`src/rtl/dmem_arbiter.sv`:
```
// dmem_arbiter: two-port (cpu/coprocessor) arbiter onto a single-port data memory
module dmem_arbiter #(
    parameter int DATA_W    = 32,
    parameter int ADDR_W    = 32,
    parameter int MAX_BURST = 8
) (
    input  logic              clk,
    input  logic              rst,
    input  logic              cpu_req,
    input  logic              cpu_we,
    input  logic [ADDR_W-1:0] cpu_addr,
    input  logic [DATA_W-1:0] cpu_wdata,
    output logic              cpu_gnt,
    output logic              cpu_rvalid,
    output logic [DATA_W-1:0] cpu_rdata,
    input  logic              cop_req,
    input  logic              cop_we,
    input  logic              cop_lock,
    input  logic [ADDR_W-1:0] cop_addr,
    input  logic [DATA_W-1:0] cop_wdata,
    output logic              cop_gnt,
    output logic              cop_rvalid,
    output logic [DATA_W-1:0] cop_rdata,
    output logic              mem_en,
    output logic              mem_we,
    output logic [ADDR_W-1:0] mem_addr,
    output logic [DATA_W-1:0] mem_wdata,
    input  logic [DATA_W-1:0] mem_rdata,
    output logic [15:0]       conflict_cnt
);
    localparam int BW = $clog2(MAX_BURST + 1);
    typedef enum logic {OWN_CPU, OWN_COP} owner_t;
    owner_t          last_owner;
    logic [BW-1:0]   burst_cnt;
    logic            rv_cpu;
    logic            rv_cop;
    logic            cop_hold;
    // grant selection, memory command mux and read-return routing
    always_comb begin
        cop_hold   = cop_lock && burst_cnt != '0 && burst_cnt < BW'(MAX_BURST);
        cop_gnt    = rst && cop_req && (!cpu_req || last_owner == OWN_CPU || cop_hold);
        cpu_gnt    = rst && cpu_req && !cop_gnt;
        mem_en     = cpu_gnt || cop_gnt;
        mem_we     = cpu_gnt ? cpu_we : cop_gnt && cop_we;
        mem_addr   = cpu_gnt ? cpu_addr : cop_gnt ? cop_addr : '0;
        mem_wdata  = cpu_gnt ? cpu_wdata : cop_gnt ? cop_wdata : '0;
        cpu_rvalid = rst && rv_cpu;
        cop_rvalid = rst && rv_cop;
        cpu_rdata  = cpu_rvalid ? mem_rdata : '0;
        cop_rdata  = cop_rvalid ? mem_rdata : '0;
    end
    // arbitration history, lock burst length, conflict counter and read owner tags
    always_ff @(posedge clk) begin
        if (!rst) begin
            last_owner   <= OWN_COP;
            burst_cnt    <= '0;
            conflict_cnt <= '0;
            rv_cpu       <= 1'b0;
            rv_cop       <= 1'b0;
        end else begin
            if (mem_en)
                last_owner <= cop_gnt ? OWN_COP : OWN_CPU;
            burst_cnt <= (cop_gnt && cop_lock) ?
                         (burst_cnt == BW'(MAX_BURST) ? burst_cnt : burst_cnt + BW'(1)) : '0;
            if (cpu_req && cop_req && conflict_cnt != 16'hFFFF)
                conflict_cnt <= conflict_cnt + 16'd1;
            rv_cpu <= cpu_gnt && !cpu_we;
            rv_cop <= cop_gnt && !cop_we;
        end
    end
endmodule

```
`config.mk`:
```
export PLATFORM = sky130hd
export DESIGN_NAME = dmem_arbiter
export DESIGN_NICKNAME = d
export VERILOG_FILES = /design/src/rtl/dmem_arbiter.sv
export SDC_FILE = /design/constraint.sdc
export NUM_CORES = 1
export LEC_CHECK = 0
export ABC_AREA = 1
export BUFFER_PORTS_ARGS = -buffer_cell sky130_fd_sc_hd__buf_2
export CORE_AREA = 2 2 123 125
export CTS_CLUSTER_SIZE = 14
export DETAILED_ROUTE_END_ITERATION = 7
export DIE_AREA = 0 0 125 127
export GPL_TIMING_DRIVEN = 0
export PLACE_DENSITY = 0.51
export SYNTH_ARGS = -nofsm -noshare
export SYNTH_HDL_FRONTEND = slang
export SYNTH_SLANG_ARGS = --single-unit
export TNS_END_PERCENT = 30
```
`constraint.sdc`:
```
create_clock -name clk -period 2.15 [get_ports clk]
set_input_delay 0.3225 -clock clk [delete_from_list [all_inputs] [get_ports clk]]
set_output_delay 0.3225 -clock clk [all_outputs]
set_load 0.01 [all_outputs]
```
# Word level (Yosys, flattened, before mapping)
# Cells that the tools add are included.
# word_totals
reg_bits	23
in_bits	167
output_inout_bits	150
word_cells	42
# classes
n_addsub	2
order_cmp	1
n_eq_ne	2
muxes	8
bitwise_logic	1
n_reduce_logical	23
# ops
cell	count
two-way mux 32 bit	6
adder 16 x 1 -> 16 bit, second input constant	1
!= test 16 bit, second input constant	1
logical AND 1 bit	14
adder 4 x 1 -> 4 bit, second input constant	1
equality test 4 bit, second input constant	1
logical NOT 1 bit	4
less-than comparator 4 bit, second input constant	1
nonzero test 4 bit	1
logical OR 1 bit	3
two-way mux 1 bit	2
AND reduction 2 bit	1
inverter 1 bit	1

# Depth between registers and ports, before layout
# depth
ltp_word	8
ltp_mapped	12
ltp_nobuf	10

# Least setup slack after synthesis
# OpenSTA, ideal clock, no wires.
# synth_path
kind	register to output
startpoint	register burst_cnt[0]
endpoint	output mem_addr[13]
arrival_time_ps	1430
required_time_ps	1827
slack_ps	398
stages_incl_launch_ff	12
path_buffers	2
path_cell_list	dfxtp_1 -> inv_1 -> ha_1 -> nand2_1 -> nand3_1 -> nand3_1 -> nand3_2 -> inv_1 -> buf_4 -> buf_4 -> nand2_1 -> nand2_1
# synth_via
elab_chain_cells	8
word_cells_on_any_way	10
classes_between	1 x order compare; 2 x mux; 7 x reduce/logical
# synth_lines
element	line	text
start: declaration	34	logic [BW-1:0] burst_cnt;
start signal: assignment	63	burst_cnt <= (cop_gnt && cop_lock) ?
parallel branches: the longest is 2 deep, another holds less-than comparator 4 bit	--	
logical AND 1 bit *	40	cop_hold = cop_lock && burst_cnt != '0 && burst_cnt < BW'(MAX_BURST);
logical OR 1 bit *	41	cop_gnt = rst && cop_req && (!cpu_req || last_owner == OWN_CPU || cop_hold);
logical AND 1 bit *	41	
logical NOT 1 bit	42	cpu_gnt = rst && cpu_req && !cop_gnt;
logical AND 1 bit	42	
two-way mux 32 bit *	45	mem_addr = cpu_gnt ? cpu_addr : cop_gnt ? cop_addr : '0;
end: declaration	26	output logic [ADDR_W-1:0] mem_addr,
# Every way passes the cells marked *.

# Worst setup path in the final report
# layout_path
startpoint	register burst_cnt[0]
endpoint	output mem_wdata[13]
# layout_via
elab_chain_cells	8
word_cells_on_any_way	10
classes_between	1 x order compare; 2 x mux; 7 x reduce/logical
# layout_lines
element	line	text
parallel branches: the longest is 2 deep, another holds less-than comparator 4 bit	--	
logical AND 1 bit *	40	
logical OR 1 bit *	41	
logical AND 1 bit *	41	
logical NOT 1 bit	42	
logical AND 1 bit	42	
two-way mux 32 bit *	46	mem_wdata = cpu_gnt ? cpu_wdata : cop_gnt ? cop_wdata : '0;
end: declaration	27	output logic [DATA_W-1:0] mem_wdata,
# Marked as above.

==> flow_metrics.tcl <==
set metrics [dict create \
    grt_pass1_vias 3711 \
    clock_sinks 23 \
    rsz_0062_raised_after_global_routing "yes" \
    synth-adder-area-share_pct 1.45 \
    cts.clk_slew.worst_paths_ps 70 \
    post_cts_hold_buffer_count 0 \
    final_core_utilization_pct 36.6 \
    place_hpwl_mm 13.1 \
    path_max_fanout 8 \
    clock_skew_ps 7.01 \
    root_buffer "sky130_fd_sc_hd__clkbuf_16" \
    avgSynthCellArea_um2 5.01 \
    failed_checks "negative setup slack" \
    power_report.internal_total_uw 1060 \
    path_class "flop to primary output" \
    synth-edff-count 0 \
    max_ir_drop_vdd_mv 0.241 \
    max-cap-violations 0 \
    worstSetupStartpointType "flop" \
    synth_top_cell_by_area "sky130_fd_sc_hd__nand2_1" \
    synthesis.yosys.warnings 0 \
    grt_overflow_total 0 \
    critical_path_arrival_ps 1840 \
    finalHoldViolCount 0 \
    drt.antenna.violating_nets 0 \
    die_width_um 125 \
    drt-vias-per-instance 4.12 \
    grt_usage_pct 17.7 \
    final.period_utilization_pct 101 \
    numCtsBuffers 3 \
    mappedNetlistNets 687 \
    design_power_total_uw 1620 \
    status "finished, violations left" \
    grt_max_degree 13 \
    synth_area_um2 2590 \
    hp-class "input port to flop" \
    post_synth_and_or_nand_nor_area_fraction_pct 57.4 \
    totalWireLength_mm 15.9 \
    ys_top_cells_by_count "sky130_fd_sc_hd__nand2_1, sky130_fd_sc_hd__nor2_1, sky130_fd_sc_hd__inv_1, sky130_fd_sc_hd__dfxtp_1, sky130_fd_sc_hd__nand3_1" \
    max_stage_delay_ps 330 \
    total_leakage_power_uw 0.00326 \
    dpl_worst_slack_ps -125 \
    p_sw_share_pct 34.9 \
    layout_setup_ws_ps -14.0 \
    cp_slowest_cell "sky130_fd_sc_hd__dfxtp_2" \
    layout-drive-gt1-share_pct 53.0 \
    path_common_cell "sky130_fd_sc_hd__nand2_4" \
    power.share.sequential_pct 27.1 \
    synth_compound_gate_area_share_pct 5.70 \
    timing.final.setup_violations 12 \
    core_area_um2 14400 \
    synth_most_common_cell "sky130_fd_sc_hd__nand2_1" \
    power.density_nw_per_um2 308 \
    dpl.cell_count 1016 \
    row_cnt 44 \
    htreeDepth 1 \
    syn_inst 517 \
    post-route-min-period_ps 2160 \
    ordered_list_of_cells_on_the_worst_path "inv_2 -> ha_4 -> nand2_2 -> nand3_2 -> nand3_2 -> nand3_4 -> nand2_4 -> inv_6 -> buf_12 -> clkbuf_16 -> nand2_4 -> nand2_4 -> buf_6" \
    synth-xor-area-share_pct 2.37 \
    yosysSeqAreaShare_pct 17.8 \
    post-route-drc-count 0 \
    netSwitchingPower_uw 567 \
    drt_pre_antenna_iters 6 \
    cts.path.max_buffers 2 \
    grt_antenna_before_repair 1 \
    postSynth.asyncResetShare_pct 0 \
    layout.nets 1025 \
    max-slew-margin-rel_pct 54.5 \
    last_weighted_congestion_value_of_the_routability_driven_placer 0.900 \
    synthMuxAreaShare_pct 0 \
    synthDominantCellAreaShare_pct 37.5 \
    ys_dominant_reg_cell "sky130_fd_sc_hd__dfxtp_1" \
    power_share_of_the_combinational_group_pct 47.6 \
    ys_ff_latch 23 \
    die-area_um2 15900 \
    io_pins 317 \
    cts_tree "done" \
    syn2layout_area_growth_pct 104 \
    port_buffers 315 \
    number_of_fillers_in_the_final_layout 1637 \
    clkPwrFrac_pct 25.3 \
    drt-wirelength-per-cell_um 15.3 \
    drt_iter0_drc 162 \
    critPathCaptureType "primary output" \
    die-height_um 127 \
    synthDistinctLibCells 25 \
    layout.cells.non_filler 1039 \
    dominant_combinational_cell_family_by_area_after_synthesis "simple AND/OR/NAND/NOR gates" \
    grt_first_pass_wirelength_mm 22.1 \
    ys_top_cells_by_area "sky130_fd_sc_hd__nand2_1, sky130_fd_sc_hd__dfxtp_1, sky130_fd_sc_hd__nor2_1" \
    timing_worst_slew_pin_value_ps 682 \
    report.final.slew_viol_count 0 \
    max_clock_freq_ghz 0.462 \
    start_util_pct 18.0 \
    worstSkewPairLatency_ps 260 \
    worst_ep_required_time_ps 1830 \
    vias_post_dr 4279 \
]
-- metrics by stage --
| step | cell area (um2) | TNS [ps] | hold WS [ps] |
|---|---|---|---|
| final | 5280 | -83.1 | 222 |
| after global routing | 5270 | -2250 | 240 |
| after CTS | 4750 | -647 | 224 |
| after detailed placement | 4400 | -1230 | 488 |
| after global placement | 4400 | -1280 | 484 |
| after floorplan | 2590 | 0 | 395 |
-- layer usage --
layer,wire (um),vias up,track usage (%),share of wire [%]
li1,-,2206,-,-
met1,6580,1894,22.5,41
met2,7400,173,28.5,46
met3,1880,6,8.08,12
met4,62,0,2.03,0.39
met5,0,-,0,0
-- cell families after synthesis --
kind of cell    Yosys count
simple gates            377
xor+xnor                  7
flops                    23
buf+inv                  85
compound gates           22
fa+ha+maj                 3
-- power groups by stage --
| stage | Clock, uW | Sequential (uW) | Combinational (uW) |
|---|---|---|---|
| final | 412 | 440 | 773 |
| after CTS | 420 | 440 | 669 |
| after floorplan | 0 | 448 | 250 |
| after global routing | 439 | 441 | 848 |
| after global placement | 0 | 449 | 596 |
| after detailed placement | 0 | 449 | 597 |
-- cell type report --
type	instances	area [um2]	share of cell area [%]
inverter	61	236	4.48
tap	184	230	4.36
buffer	24	245	4.65
antenna	1	2.50	0.0474
timing repair buffer	333	1980	37.5
multi-input combinational	409	2040	38.7
clock buffer	4	78.8	1.49
sequential	23	463	8.77
-- registers in the layout (all words and copies together), names as in the netlist --
name and flops:
last_owner 1, burst_cnt 4, conflict_cnt 16, rv_cpu 1, rv_cop 1
-- worst paths after layout --
check	startpoint	to	slack [ps]	cells past startpoint
worst min register to register	conflict_cnt[14]	conflict_cnt[14]	530	4
worst max-delay path	burst_cnt[0]	mem_wdata[13]	-10	13
worst max register to register	conflict_cnt[0]	conflict_cnt[3]	400	9
worst min-delay path	cop_we	rv_cop	220	2
-- worst max-delay path, delay by kind of cell (launching register included) --
family                     cells  cell delay [ps]
adders and majority gates      1              150
DFF                            1              330
buffers and inverters          5              550
and+or+nand+nor                7              560
-- timing repair --
action,CTS,global route
gates resized for setup,76,96
pin swaps,3,13
buffers inserted,6,6
cloned,0,6
setup endpoints to repair,65,63
-- cells in the final DEF (no fill, tap or decap), types with 2 or more instances in the layout --
| master | Yosys | layout |
|---|---|---|
| sky130_fd_sc_hd__buf_2 | 5 | 293 |
| sky130_fd_sc_hd__nand2_1 | 259 | 187 |
| sky130_fd_sc_hd__nor2_1 | 90 | 90 |
| sky130_fd_sc_hd__nand2_2 | 3 | 55 |
| sky130_fd_sc_hd__inv_1 | 58 | 55 |
| sky130_fd_sc_hd__buf_6 | 7 | 29 |
| sky130_fd_sc_hd__dfxtp_1 | 23 | 21 |
| sky130_fd_sc_hd__nand2_4 | 0 | 20 |
| sky130_fd_sc_hd__buf_4 | 5 | 11 |
| sky130_fd_sc_hd__nand3_1 | 11 | 9 |
| sky130_fd_sc_hd__clkbuf_16 | 0 | 9 |
| sky130_fd_sc_hd__clkbuf_1 | 7 | 8 |
| sky130_fd_sc_hd__o21ai_0 | 8 | 8 |
| sky130_fd_sc_hd__a21oi_2 | 7 | 7 |
| sky130_fd_sc_hd__a21oi_1 | 6 | 6 |
| sky130_fd_sc_hd__buf_8 | 0 | 5 |
| sky130_fd_sc_hd__nand4_1 | 5 | 5 |
| sky130_fd_sc_hd__inv_2 | 3 | 4 |
| sky130_fd_sc_hd__buf_12 | 0 | 4 |
| sky130_fd_sc_hd__xor2_1 | 4 | 4 |
| sky130_fd_sc_hd__nand3_2 | 2 | 3 |
| sky130_fd_sc_hd__xnor2_1 | 3 | 3 |
| sky130_fd_sc_hd__clkbuf_4 | 0 | 2 |
| sky130_fd_sc_hd__nor2_2 | 2 | 2 |
| sky130_fd_sc_hd__nor3_1 | 2 | 2 |
| sky130_fd_sc_hd__ha_1 | 3 | 2 |
| sky130_fd_sc_hd__dfxtp_2 | 0 | 2 |
Note: power is estimated with default switching activity, not from simulation.
